==> src/rtl/gates_pkg.sv <==
// Shared definitions for the gate/mux/demux family.
//   buf_state_t : occupancy of a single-word output buffer
//   sel_width() : select-field width for an n-way block, never below 1 bit
package gates_pkg;

    typedef enum logic {
        ST_EMPTY,
        ST_FULL
    } buf_state_t;

    function automatic int sel_width(int n);
        return (n <= 2) ? 1 : $clog2(n);
    endfunction

endpackage

==> src/rtl/dmux_np_dec.sv <==
// dec_np: select index to N-bit one-hot decoder.
//   i_sel    : index to decode
//   o_onehot : bit i_sel set; all-zero when i_sel >= N
module dec_np
    import gates_pkg::*;
#(
    parameter int N     = 2,
    parameter int SEL_W = sel_width(N)
) (
    input  logic [SEL_W-1:0] i_sel,
    output logic [N-1:0]     o_onehot
);

    always_comb begin
        o_onehot = '0;
        for (int unsigned k = 0; k < N; k++) begin
            if (32'(i_sel) == k) begin
                o_onehot[k] = 1'b1;
            end
        end
    end

endmodule

==> src/rtl/dmux_np.sv <==
// dmux_np: registered 1-to-N demultiplexer with per-port valid/ready.
//   i_clk, i_rst     : clock, synchronous active-high reset
//   i_valid/o_ready  : upstream handshake, i_data routed to port i_sel
//   o_valid/i_ready  : per-port downstream handshake (at most one valid)
//   o_dmux           : per-port data, zero on ports not currently valid
//   o_drop           : one-cycle pulse after a word with i_sel >= N is discarded
module dmux_np
    import gates_pkg::*;
#(
    parameter  int N     = 2,
    parameter  int D     = 16,
    localparam int SEL_W = sel_width(N)
) (
    input  logic             i_clk,
    input  logic             i_rst,
    input  logic             i_valid,
    output logic             o_ready,
    input  logic [D-1:0]     i_data,
    input  logic [SEL_W-1:0] i_sel,
    output logic [N-1:0]     o_valid,
    input  logic [N-1:0]     i_ready,
    output logic [D-1:0]     o_dmux [N-1:0],
    output logic             o_drop
);

    buf_state_t       state_q, state_d;
    logic [D-1:0]     data_q, data_d;
    logic [SEL_W-1:0] sel_q, sel_d;
    logic             drop_q, drop_d;

    logic [N-1:0]     held_onehot;
    logic [N-1:0]     in_onehot;
    logic             in_range;
    logic             accept;
    logic             drain;

    dec_np #(.N(N), .SEL_W(SEL_W)) u_dec_held (
        .i_sel    (sel_q),
        .o_onehot (held_onehot)
    );

    // Second decoder doubles as the range check: no bit set means i_sel >= N.
    dec_np #(.N(N), .SEL_W(SEL_W)) u_dec_in (
        .i_sel    (i_sel),
        .o_onehot (in_onehot)
    );

    assign in_range = |in_onehot;
    assign o_valid  = (state_q == ST_FULL) ? held_onehot : '0;
    // Reducing over o_valid & i_ready picks i_ready[sel_q] without an index
    // that could fall outside the port range.
    assign drain    = |(o_valid & i_ready);
    assign o_ready  = (state_q == ST_EMPTY) | drain;
    assign accept   = i_valid & o_ready;
    assign o_drop   = drop_q;

    always_comb begin
        for (int unsigned k = 0; k < N; k++) begin
            o_dmux[k] = o_valid[k] ? data_q : '0;
        end
    end

    always_comb begin
        state_d = state_q;
        data_d  = data_q;
        sel_d   = sel_q;
        drop_d  = 1'b0;
        if (accept && in_range) begin
            state_d = ST_FULL;
            data_d  = i_data;
            sel_d   = i_sel;
        end else if (accept) begin
            // Out-of-range word: when FULL, accept implies the held word drained.
            state_d = ST_EMPTY;
            drop_d  = 1'b1;
        end else if (drain) begin
            state_d = ST_EMPTY;
        end
    end

    always_ff @(posedge i_clk) begin
        if (i_rst) begin
            state_q <= ST_EMPTY;
            data_q  <= '0;
            sel_q   <= '0;
            drop_q  <= 1'b0;
        end else begin
            state_q <= state_d;
            data_q  <= data_d;
            sel_q   <= sel_d;
            drop_q  <= drop_d;
        end
    end

endmodule
==> config.mk <==
export PLATFORM = sky130hd
export DESIGN_NAME = dmux_np
export DESIGN_NICKNAME = d
export VERILOG_FILES = /design/src/rtl/gates_pkg.sv /design/src/rtl/dmux_np_dec.sv /design/src/rtl/dmux_np.sv
export SDC_FILE = /design/constraint.sdc
export NUM_CORES = 1
export LEC_CHECK = 0
export CAP_MARGIN = 10
export CELL_PAD_IN_SITES_DETAIL_PLACEMENT = 0
export CELL_PAD_IN_SITES_GLOBAL_PLACEMENT = 1
export CORE_AREA = 2 2 58 60
export DETAILED_ROUTE_END_ITERATION = 10
export DIE_AREA = 0 0 60 62
export DONT_BUFFER_PORTS = 1
export GPL_ROUTABILITY_DRIVEN = 0
export GPL_TIMING_DRIVEN = 0
export HOLD_SLACK_MARGIN = 0.15
export PLACE_DENSITY = 0.89
export SKIP_LAST_GASP = 1
export SYNTH_ARGS = -nofsm -noshare
export SYNTH_HDL_FRONTEND = slang
export SYNTH_SLANG_ARGS = --single-unit
==> constraint.sdc <==
create_clock -name i_clk -period 2.12 [get_ports i_clk]
set_input_delay 0.424 -clock i_clk [delete_from_list [all_inputs] [get_ports i_clk]]
set_output_delay 0.424 -clock i_clk [all_outputs]
set_load 0.01 [all_outputs]
Word-level counts from Yosys, hierarchy flattened

Index checks and enable logic that the tools add are counted.

Bitwise operators: 4
Reductions and logical operators: 5
Multiplexer cells: 11

Operators by type and width:

| operator           | number |
|---|---|
| 16-bit 2-to-1 mux  | 2 |
| 1-bit 2-to-1 mux   | 8 |
| 2-bit OR reduction | 3 |
| 3-bit nonzero test | 1 |
| 2-bit AND          | 1 |
| 2-bit 2-to-1 mux   | 1 |
| 1-bit AND          | 1 |
| 1-bit logical AND  | 1 |
| 1-bit inverter     | 1 |
| 1-bit bitwise OR   | 1 |

Logic and storage cells: 24
Flip-flop bits (word level): 19

Logic depth before layout (Yosys ltp)

Gate-level depths: netlist of the first run.

Depth in word-level cells: 8
Mapped depth: 6
Mapped depth without buffers: 3

Modules after synthesis

A second synthesis of the first run with hierarchy kept.

Cells, all modules: 125
Area, all modules: 1,117.3 um^2

By module, submodules not included:

| module  | cells an instance | area an instance (um^2) | instances | seq. area each (um^2) |
|---|---|---|---|---|
| dmux_np | 121               | 1,094.8                 | 1         | 380.4 |
| dec_np  | 2                 | 11.3                    | 2         | 0.0 |

Least setup slack after synthesis of the first run

No wires, ideal clock.

Path kind: reg2out
From: register sel_q
To: output o_dmux[11] (netlist bit)
Arrival time: 0.988 ns
Stages on the path, launching flop included: 5
Path slack: 0.708 ns
Path buffers: 2
Required time: 1.696 ns
Cells stage by stage: dfxtp_1 -> buf_6 -> inv_1 -> clkbuf_1 -> and3_1

RTL lines:

| element                | RTL line      | RTL |
|---|---|---|
| start, declared        | dmux_np.sv:28 | `logic [SEL_W-1:0] sel_q, sel_d;` |
| start signal, assigned | dmux_np.sv:90 | `sel_q <= sel_d;` |
| end, declared          | dmux_np.sv:22 | `output logic [D-1:0] o_dmux [N-1:0],` |

==> results of run 1 <==
power groups by stage:
stage                     Sequential, mW  Combinational [mW]  Clock [mW]
after floorplan                    0.417               0.166           0
after global placement             0.422               0.201           0
after detailed placement           0.425               0.207           0
after CTS                          0.417               0.208       0.193
after global routing               0.423               0.230       0.207
final                              0.418               0.210       0.189
cells in the mapped netlist, types with 2 or more instances:
cell type / n
o311ai_0: 2
nor3b_1: 16
nand2_1: 17
a31oi_1: 16
and3_1: 25
nand4b_1: 16
and3_2: 7
o311ai_1: 14
dfxtp_1: 19
nor2_1: 3
buf_6: 9
buf_2: 6
clkbuf_1: 9
inv_1: 2
path summary, 6_finish.rpt:
check | slack (ns) | startpoint | cells after the start | to
max | 0.22 | sel_q | 4 | o_dmux[12]
min | 0.27 | i_data[11] | 2 | data_q[11]
max reg2reg | 0.77 | sel_q | 5 | data_q[7]
min reg2reg | 0.57 | data_q[13] | 2 | data_q[13]
logic make-up (layout without fill, tap and decap cells):
kind of cell           after synthesis  after routing  synth area share, %
other                                1              1               0.2666
flip-flops                          19             19                27.05
multiplexers                         1              1                1.601
buffers and inverters               27             31                12.54
AND/OR/NAND/NOR                     86             86                39.59
AO/OA/AOI/OAI                       36             36                18.95
cell type report:
class                           count  area share, %
Inverter                            3         0.7550
Sequential cell                    19          25.50
Clock buffer                        4          1.762
Multi-Input combinational cell    124          56.96
Buffer                             24          11.16
Tap cell                           46          3.859
flip-flops by register name, indices dropped and copies added, names as in the netlist:
register / count
data_q: 16
state_q: 1
o_drop: 1
sel_q: 1
layer usage:
layer / wire length (µm) / global-route usage (%) / share of wire, %
met1: 1824 / 30.90 / 43
met2: 2012 / 34.78 / 48
met4: 41 / 7.937 / 0.97
met5: 0 / 0 / 0
met3: 354 / 6.004 / 8.4
stage by stage:
| stage | area (µm²) | worst slack (ns) |
|---|---|---|
| global placement | 1464 | 0.4446 |
| finish | 1491 | 0.2171 |
| floorplan | 1406 | 0.7084 |
| detailed placement | 1464 | 0.4143 |
| CTS | 1490 | 0.06789 |
| global route | 1491 | 0.06147 |
critical path, cell delays in order (launching register included):
cell and delay [ns]:
dfxtp_1 0.33, buf_6 0.13, inv_1 0.20, clkbuf_2 0.26
and3_1 0.26
==> metrics.md, run 1 <==
| Metric | Value |
|---|---|
| Site row count | `21` |
| Max_cap viols | `0` |
| Vias in the first global route | `1219` |
| Syn Area/Cell | `8.273 µm²` |
| CP startpoint kind | `flop` |
| Number of synthesized flops with an enable pin | `0` |
| Final nets | `197` |
| H-tree depth | `1` |
| WL final | `4232 µm` |
| Die H | `62 µm` |
| Share of total power in the clock network | `23.2%` |
| Reg area | `380.4 µm²` |
| Final Cycle Share | `89.76%` |
| DR iter-0 viols | `85` |
| Most frequent cells in the layout | `and3_1 (25), dfxtp_1 (19), nand2_1 (17)` |
| CORE AREA | `0.003179 mm²` |
| Post-synthesis sequential area ratio | `27.05%` |
| Final HPWL DP | `3004 µm` |
| Worst Path Arrival | `1.48 ns` |
| Peak VDD IR | `0.2173 mV` |
| CTS tree | `done` |
| Seq cells post-synth | `19` |
| Wirelength per Cell | `19.24 µm` |
| Layout cell share with drive strength beyond 1 | `16.09%` |
| Synth area leaders | `dfxtp_1 (27%), and3_1 (11%), nand4b_1 (10%)` |
| Worst skew pair latency | `0.30 ns` |
| TNS Setup | `0 ns` |
| Req. time, crit path | `1.70 ns` |
| Part of the power in registers | `51.1%` |
| NetSw | `267.4 µW` |
| Starting Density | `44.23%` |
| Ys Warns | `0` |
| Longest Clk Path Bufs | `2` |
| Antenna violations before repair | `0` |
| GRT Total Usage | `22.69%` |
| Setup-failing EPs final | `0` |
| Most used DFF post-synth | `dfxtp_1` |
| P_leak | `0.6006 nW` |
| Drc violations | `0` |
| Post-route ant nets | `0` |
| Ant diodes | `0` |
| Root buffer cell | `clkbuf_4` |
| FFs w/ async S/R, synth | `0%` |
| Commonest non-fill, non-tap cell in the layout | `and3_1` |
| Area leader, netlist | `dfxtp_1` |
| DP Cell Count | `216` |
| Final global-route overflow total | `0` |
| Global-route wire length before repair | `6203 µm` |
| Mapped Cells | `170` |
| Power Density | `547.5 mW/mm²` |
| Share of the synthesized area in the top cell type | `27.05%` |
| # IOs | `58` |
| Largest net degree at the start of global routing | `11` |
| Multi-input gate area | `849.6 µm²` |
| Max-slew violations | `0` |
| Syn_nets | `192` |
| HP Class | `in -> reg` |
| Die area | `0.003720 mm²` |
| Area grow syn2layout | `6.050%` |
| Status | `finished clean` |
| TritonCTS Buffers | `3` |
| Overall power of the completed layout | `816.6 µW` |
| Sw frac | `32.75%` |
| Port Buffers | `0` |
| Final Non-Filler Cells | `220` |
| Fillers | `294` |
| Kind of critical path | `reg -> out` |
| Drt first pass iters | `4` |
| Post-cts sizing count | `0` |
| Setup Fix Bufs, Post-CTS | `0` |
| Vias | `1393` |
| Nature of the critical path endpoint | `output port` |
| Post-layout util | `46.91%` |
| Via density | `6.332` |
| Hold Fails Final Rpt | `0` |
| Cts-stage hold buffer count | `0` |
| Internal | `549.1 µW` |
| RSZ-0062 raised after global routing | `no` |
| Clock skew | `0.006120 ns` |
| Die Wd | `60 µm` |
| Clock sinks | `19` |
| Mapped Area | `0.001406 mm²` |
| Post-layout minimum cycle time | `1.903 ns` |
| Count of different cell masters after synthesis | `23` |
| Comb power frac | `25.7%` |
| Clock-pin slew on the worst setup and hold paths | `0.12 ns` |
| Maximum clock frequency | `525.5 MHz` |
| Hold WS | `0.2682 ns` |
| Critical path peak fanout | `10` |
No activity file was read; power rests on OpenSTA's default activity.
==> run 2: changes to the inputs <==
--- a/config.mk
+++ b/config.mk
@@ -5,6 +5,7 @@
 export SDC_FILE = /design/constraint.sdc
 export NUM_CORES = 1
 export LEC_CHECK = 0
+export ABC_CLOCK_PERIOD_IN_PS = 2120
 export CAP_MARGIN = 10
 export CELL_PAD_IN_SITES_DETAIL_PLACEMENT = 0
 export CELL_PAD_IN_SITES_GLOBAL_PLACEMENT = 1
==> results of run 2 <==
No change in the layout: final DEF, timing and power equal those of run 1.
